`config.mk`:
```
export PLATFORM = sky130hd
export DESIGN_NAME = mul_issue_unit
export DESIGN_NICKNAME = d
export VERILOG_FILES = /design/src/rtl/mul_issue_unit.sv
export SDC_FILE = /design/constraint.sdc
export NUM_CORES = 1
export LEC_CHECK = 0
export CELL_PAD_IN_SITES_DETAIL_PLACEMENT = 1
export CELL_PAD_IN_SITES_GLOBAL_PLACEMENT = 2
export CORE_ASPECT_RATIO = 1.1
export CORE_UTILIZATION = 34
export CTS_CLUSTER_SIZE = 10
export DETAILED_ROUTE_END_ITERATION = 7
export HOLD_SLACK_MARGIN = 0.03
export PLACE_DENSITY_LB_ADDON = 0.1
export SLEW_MARGIN = 20
export SYNTH_ARGS = -nofsm -noshare
export SYNTH_HDL_FRONTEND = slang
export SYNTH_SLANG_ARGS = --single-unit
```
`constraint.sdc`:
```
create_clock -name clk_i -period 4.48 [get_ports clk_i]
set_input_delay 0.896 -clock clk_i [delete_from_list [all_inputs] [get_ports clk_i]]
set_output_delay 0.896 -clock clk_i [all_outputs]
set_load 0.005 [all_outputs]
```
`src/rtl/mul_issue_unit.sv`:
```
// mul_issue_unit: issue/writeback sequencer for the RV32M multiply path in front of
// mul32x32_pipelined. All state updates on the falling edge of clk_i.
// Optional feature: define MUL_ISSUE_FLUSH_EN to add flush_i and per-entry kill bits.
module mul_issue_unit #(
  parameter int unsigned DEPTH = 4,
  parameter int unsigned XLEN  = 32
) (
  input  logic              clk_i,
  input  logic              rst_i,
`ifdef MUL_ISSUE_FLUSH_EN
  input  logic              flush_i,
`endif
  input  logic              op_valid_i,
  output logic              op_ready_o,
  input  logic [1:0]        op_funct_i,
  input  logic [XLEN-1:0]   op_rs1_i,
  input  logic [XLEN-1:0]   op_rs2_i,
  input  logic [4:0]        op_rd_i,
  output logic              mul_start_o,
  output logic              mul_signed_o,
  output logic [XLEN-1:0]   mul_x_o,
  output logic [XLEN-1:0]   mul_y_o,
  input  logic              mul_rdy_i,
  input  logic [2*XLEN-1:0] mul_result_i,
  output logic              wb_valid_o,
  input  logic              wb_ready_i,
  output logic [4:0]        wb_rd_o,
  output logic [XLEN-1:0]   wb_data_o
);
  localparam int unsigned PW = $clog2(DEPTH);
  localparam int unsigned AW = PW + 1;
  localparam int unsigned CW = PW + 2;

  localparam logic [1:0] FN_MUL    = 2'b00;
  localparam logic [1:0] FN_MULH   = 2'b01;
  localparam logic [1:0] FN_MULHSU = 2'b10;

  // metadata FIFO (in flight) and result FIFO (awaiting writeback)
  logic [1:0]      meta_funct [DEPTH];
  logic [4:0]      meta_rd    [DEPTH];
  logic [XLEN-1:0] meta_corr  [DEPTH];
  logic [4:0]      res_rd     [DEPTH];
  logic [XLEN-1:0] res_data   [DEPTH];

  logic [AW-1:0]   meta_wp, meta_rp, res_wp, res_rp;
  logic [AW-1:0]   meta_wp_n, meta_rp_n, res_wp_n, res_rp_n;
  logic [CW-1:0]   count_n;
  logic [PW-1:0]   meta_head;
  logic            accept, capture, killed, res_push, wb_pop, flush;
  logic [XLEN-1:0] new_corr, cap_data, head_data_n;
  logic [4:0]      head_rd_n;

`ifdef MUL_ISSUE_FLUSH_EN
  logic [DEPTH-1:0] kill;
  assign flush = flush_i;
`else
  assign flush = 1'b0;
`endif

  // handshakes, result word selection and next FIFO state
  always_comb begin
    accept    = op_valid_i && op_ready_o && !flush;
    capture   = mul_rdy_i && (meta_wp != meta_rp);
    meta_head = meta_rp[PW-1:0];
`ifdef MUL_ISSUE_FLUSH_EN
    killed    = kill[meta_head] || flush;
`else
    killed    = 1'b0;
`endif
    res_push  = capture && !killed;
    wb_pop    = wb_valid_o && wb_ready_i;

    // signed x signed hi word plus rs1 turns it into signed x unsigned when rs2 is negative
    new_corr  = ((op_funct_i == FN_MULHSU) && op_rs2_i[XLEN-1]) ? op_rs1_i : '0;

    cap_data  = mul_result_i[2*XLEN-1:XLEN];
    case (meta_funct[meta_head])
      FN_MUL:    cap_data = mul_result_i[XLEN-1:0];
      FN_MULHSU: cap_data = mul_result_i[2*XLEN-1:XLEN] + meta_corr[meta_head];
      default:   cap_data = mul_result_i[2*XLEN-1:XLEN];
    endcase

    meta_wp_n = meta_wp + AW'(accept);
    meta_rp_n = meta_rp + AW'(capture);
    res_wp_n  = res_wp + AW'(res_push);
    res_rp_n  = flush ? res_wp_n : (res_rp + AW'(wb_pop));
    count_n   = CW'(meta_wp_n - meta_rp_n) + CW'(res_wp_n - res_rp_n);

    // next head of the result FIFO, bypassing a push that lands in the head slot
    head_rd_n   = '0;
    head_data_n = '0;
    if (res_wp_n != res_rp_n) begin
      if (res_push && (res_wp[PW-1:0] == res_rp_n[PW-1:0])) begin
        head_rd_n   = meta_rd[meta_head];
        head_data_n = cap_data;
      end else begin
        head_rd_n   = res_rd[res_rp_n[PW-1:0]];
        head_data_n = res_data[res_rp_n[PW-1:0]];
      end
    end
  end

  // control state and registered outputs
  always_ff @(negedge clk_i) begin
    if (rst_i) begin
      meta_wp      <= '0;
      meta_rp      <= '0;
      res_wp       <= '0;
      res_rp       <= '0;
      op_ready_o   <= 1'b0;
      mul_start_o  <= 1'b0;
      mul_signed_o <= 1'b0;
      mul_x_o      <= '0;
      mul_y_o      <= '0;
      wb_valid_o   <= 1'b0;
      wb_rd_o      <= '0;
      wb_data_o    <= '0;
    end else begin
      meta_wp     <= meta_wp_n;
      meta_rp     <= meta_rp_n;
      res_wp      <= res_wp_n;
      res_rp      <= res_rp_n;
      op_ready_o  <= (count_n < CW'(DEPTH)) && !flush;
      mul_start_o <= accept;
      if (accept) begin
        mul_signed_o <= (op_funct_i == FN_MULH) || (op_funct_i == FN_MULHSU);
        mul_x_o      <= op_rs1_i;
        mul_y_o      <= op_rs2_i;
      end
      wb_valid_o  <= (res_wp_n != res_rp_n);
      wb_rd_o     <= head_rd_n;
      wb_data_o   <= head_data_n;
    end
  end

  // FIFO storage; validity is carried entirely by the pointers
  always_ff @(negedge clk_i) begin
    if (accept) begin
      meta_funct[meta_wp[PW-1:0]] <= op_funct_i;
      meta_rd[meta_wp[PW-1:0]]    <= op_rd_i;
      meta_corr[meta_wp[PW-1:0]]  <= new_corr;
    end
    if (res_push) begin
      res_rd[res_wp[PW-1:0]]   <= meta_rd[meta_head];
      res_data[res_wp[PW-1:0]] <= cap_data;
    end
  end

`ifdef MUL_ISSUE_FLUSH_EN
  // kill bits: every entry outstanding at a flush returns its credit without a result
  always_ff @(negedge clk_i) begin
    if (rst_i) begin
      kill <= '0;
    end else if (flush_i) begin
      kill <= '1;
    end else if (accept) begin
      kill[meta_wp[PW-1:0]] <= 1'b0;
    end
  end
`endif

endmodule

```
==> Yosys cells after proc, flatten, opt, wreduce, memory -nomap -nowiden <==
Memory sizes are Yosys's and may differ from the RTL's. A register that Yosys moved wholly into a read port is not among the register bits.
Cells that the tools add are included.
{ "totals": {"reg_bits": 80, "mem_bits_rw": 304, "output_inout_bits": 105, "elab_cells": 46, "mem_count": 5} }
{ "mem_list": {"columns": ["memory", "depth", "word_bits", "rd", "rd_clocked_by_memory_dff", "write_ports", "line", "source"], "rows": [
  ["meta_corr", 4, 32, 1, 1, 1, "41", "logic [XLEN-1:0] meta_corr [DEPTH];"],
  ["res_data", 4, 32, 1, 1, 1, "43", "logic [XLEN-1:0] res_data [DEPTH];"],
  ["meta_rd", 4, 5, 1, 1, 1, "40", "logic [4:0] meta_rd [DEPTH];"],
  ["res_rd", 4, 5, 1, 1, 1, "42", "logic [4:0] res_rd [DEPTH];"],
  ["meta_funct", 4, 2, 1, 1, 1, "39", "logic [1:0] meta_funct [DEPTH];"]
]} }
{ "op_classes": {"add_sub_neg": 8, "n_lt_le_gt_ge": 1, "eq_ne": 5, "n_mux": 9, "bitwise": 1, "n_reduce_logical": 7} }
{ "op_table": {"columns": ["cell", "count"], "rows": [
  ["$pmux 32 s2", 1],
  ["$add 32x32->32", 1],
  ["$mux 32", 1],
  ["$add 3x1->3", 4],
  ["$sub 3x3->4", 2],
  ["$mux 2", 3],
  ["$ne 3x3->1", 2],
  ["$add 4x4->4", 1],
  ["$eq 2x2->1 const B", 2],
  ["$logic_and 1x1->1", 4],
  ["$lt 4x3->1 const B", 1],
  ["$mux 1", 4],
  ["$eq 2x1->1 const B", 1],
  ["$logic_not 2->1", 1],
  ["$reduce_or 2->1", 1],
  ["$logic_or 1x1->1", 1],
  ["$not 1->1", 1]
]} }

==> Logic depth before layout (Yosys ltp) <==
{ "logic_depth": {"word_depth": 6, "depth_mapped": 17, "mapped_depth_nobuf": 14} }

==> impl_metrics.tcl <==
set metrics [dict create \
    outcome "complete, but fails checks" \
    violations "DRC, setup timing" \
    worst_setup_path_start_kind "primary input" \
    unrepaired_setup_endpoints_after_global_routing "yes" \
    report.final.slew_viol_count 0 \
    area_growth_pct 52.6 \
    setup.worst_path.end_class "flop" \
    antenna_violations_before_repair 3 \
    timing_hold_violations_final 0 \
    setup_viol 136 \
    path_max_fanout 5 \
    drive_gt1_share_pct 26.5 \
    tritoncts.num_buffers 50 \
    path_class "in2reg" \
    detail_route.wirelength_um 57100 \
    hold_path_class "reg2reg" \
    grt_pass1_vias 16389 \
    p_switching_w 0.00566 \
    grt_start_max_net_pins 80 \
    postSynthCellCount 1328 \
    pre_cts_slack_ns -1.91 \
    clock_tree_from_tritoncts "built" \
    path_clk_slew_ns 0.03 \
    synth.top_cell.area_share_pct 51.3 \
    syn_avg_cell_area_sq_um 13.4 \
    grt_pass1_wl_um 86500 \
    edff_count_synth 304 \
    placedCellCount 2351 \
    port-buffer-count 244 \
    share_clk_of_total_power_pct 32.1 \
    drt-vias-per-instance 4.90 \
    synth.yosys.seq_area_share_pct 64.5 \
    total_routing_resource_utilization_after_global_routing_pct 21.6 \
    floorplan.initialDensity_pct 34.6 \
    cts_htree_levels 2 \
    root_buffer "clkbuf_16" \
    place_hpwl_um 37200 \
    overflow 0 \
    post_synth_num_cell_types 58 \
    vdd.ir_drop.worst_v 0.000245 \
    top_level_ports 245 \
    sw_frac_of_total_pct 35.6 \
    clock_skew_ns 0.0350 \
    fp.dieH_um 242 \
    synth.top_cells.by_area "edfxtp_1 51%, dfxtp_1 13%, mux4_2 9.4%" \
    place.gp.congestion 0.826 \
    final_nets 2387 \
    fin_total_pwr_w 0.0159 \
    synth-main-ff-cell "edfxtp_1" \
    row_count 87 \
    yosysTopAreaCell "edfxtp_1" \
    synthesis.area_sq_mm 0.0178 \
    intPower_w 0.0102 \
    final_cell_count_without_fillers 2886 \
    total_iterations_of_the_first_detailed_routing_run 6 \
    max-clock-path-buffers 3 \
    crit_arrival_ns 3.42 \
    fin_setup_tns_ns -58.51 \
    clk_latency_ns 0.64 \
    design.core.area_sq_mm 0.0515 \
    worstPathRequired_ns 2.75 \
    vias 14133 \
    max_cap_violations 0 \
    worst-slew-pin-transition_ns 0.814 \
    postSynthNetCount 1517 \
    drc_errors 12 \
    dieArea_sq_mm 0.0533 \
    tritoncts_num_sinks 421 \
    total_leakage_power_nw 11.9 \
    ant_nets 0 \
    postSynth.asyncResetShare_pct 0 \
    seq_power_share_pct 31.7 \
    ys_seq_elements 421 \
    detail_route.wl_per_cell_um 19.8 \
    comb_power_share_pct 36.2 \
    yosysWarnings 0 \
    finalWorstSetupSlack_ns -0.670 \
    floorplan.die.width_um 220 \
    first_iter_violations 557 \
    relSlewSlack_pct 45.7 \
    power.density_mw_per_mm2 585 \
]
-- synth_stat cells (4+ instances only) --
cell and count:
inv_1 21, a21oi_1 131, edfxtp_1 304, nor3_1 4, clkbuf_1 56, xor2_1 14
a31oi_1 16, dfxtp_1 117, mux2i_1 6, and3_1 38, fa_1 6, o21ai_0 27
a22o_1 8, nor2_1 58, o21a_1 9, ha_1 43, a22oi_1 8, nor2b_1 10
buf_2 12, mux4_2 74, nand4_1 7, o21bai_1 5, nand2_1 241, xnor2_1 21
a31o_2 5, nand3_1 11, buf_1 10, a21o_1 15
-- worst max-delay path, stage by stage --
cell and delay [ns]:
buf_8 0.10, buf_6 0.11, ha_4 0.24, a21o_1 0.16
and4_4 0.27, o2111ai_4 0.11, o211ai_2 0.11, a21oi_2 0.12
or4b_4 0.53, o211ai_2 0.10, mux2i_1 0.11, a221o_1 0.34
a22o_1 0.22
-- power by group through the flow --
stage                     sequential, W  combinational, W  clock, W
final                           0.00503           0.00575   0.00510
after global routing            0.00506           0.00620   0.00570
after CTS                       0.00504           0.00559   0.00532
after detailed placement        0.00508           0.00493  0.000560
after global placement          0.00506           0.00486  0.000560
after floorplan                 0.00503           0.00276  0.000560
-- registers in the layout (all words and copies together), names as in the netlist --
signal and cells:
wb_data_o 32, meta_rd 20, res_data 128, wb_valid_o 1
meta_wp 3, meta_corr 128, op_ready_o 1, mul_start_o 1
res_rd 20, wb_rd_o 5, mul_x_o 32, mul_signed_o 1
meta_funct 8, res_rp 3, res_wp 3, mul_y_o 32
meta_rp 3
-- repair_timing --
action,in CTS,in global routing
cloned,3,1
gates resized for setup,334,56
pin swaps,112,74
endpoints found under the setup margin,379,145
hold buffers,0,0
buffers inserted,46,10
-- layout by cell type, fill, tap and decap left out, types with 10 or more instances in the layout --
master and instances:
buf_12 22, xor2_1 10, a21oi_1 101, o21ai_2 13
mux4_2 74, buf_4 181, a21o_1 15, nor2_1 48
clkbuf_16 52, a21oi_2 27, buf_6 27, xnor2_1 12
ha_4 32, nand2_2 13, dfxtp_1 110, nand2_1 224
clkdlybuf4s15_2 10, edfxtp_1 304, inv_1 448, dlygate4sd2_1 111
and3_1 34, clkdlybuf4s50_1 109
-- path summary, 6_finish.rpt --
path	from	to	slack [ns]	cells after the start
worst max-delay path	mul_result_i[33]	wb_data_o[31]$_SDFF_NP0_	-0.67	13
worst min-delay path	mul_y_o[2]$_SDFFE_NP0P_	mul_y_o[2]$_SDFFE_NP0P_	0.45	2
worst max register to register	meta_rp[0]$_SDFF_NP0_	wb_data_o[31]$_SDFF_NP0_	0.62	14
worst min register to register	mul_y_o[2]$_SDFFE_NP0P_	mul_y_o[2]$_SDFFE_NP0P_	0.45	2
-- metrics by stage --
step           util (%)  hold slack (ns)  cell area [sq um]
2_1_floorplan         -            0.453              18500
3_3_place_gp       44.6            0.441              23000
3_5_place_dp       44.6            0.447              23000
4_1_cts            52.2            0.449              26900
5_1_grt            52.7            0.469              27100
6_report           52.7            0.448              27100
-- per-layer routing --
| layer | global-route usage, % | vias to the layer above | routed length [um] |
|---|---|---|---|
| met5 | 0 | - | 9 |
| met2 | 35.3 | 371 | 28900 |
| li1 | - | 6680 | - |
| met1 | 24.7 | 6988 | 23800 |
| met4 | 11.8 | 2 | 1580 |
| met3 | 7.22 | 92 | 2880 |
-- cell families (layout without fill, tap and decap cells) --
logic type                 after synthesis  in the layout  synth area share (%)
AOI/OAI and AO/OA                      259            259                  8.87
DFF                                    421            421                  64.5
buffers and inverters                  101            991                  2.22
and+or+nand+nor                        380            380                  9.13
xor gates and xnor gates                35             35                  1.72
adders and majority gates               49             49                  3.70
muxes                                   83             83                  9.89
other                                    0              1                     0
-- area by class of cell --
class / instances / area [sq um]
Inverter: 21 / 88.8
Clock buffer: 51 / 1280
Antenna cell: 1 / 2.50
Multi-Input combinational cell: 806 / 7250
Tap cell: 667 / 835
Fill cell: 5457 / 24300
Clock inverter: 442 / 1700
Timing Repair Buffer: 477 / 4510
Sequential cell: 421 / 11500
No activity file was read; power rests on OpenSTA's default activity.
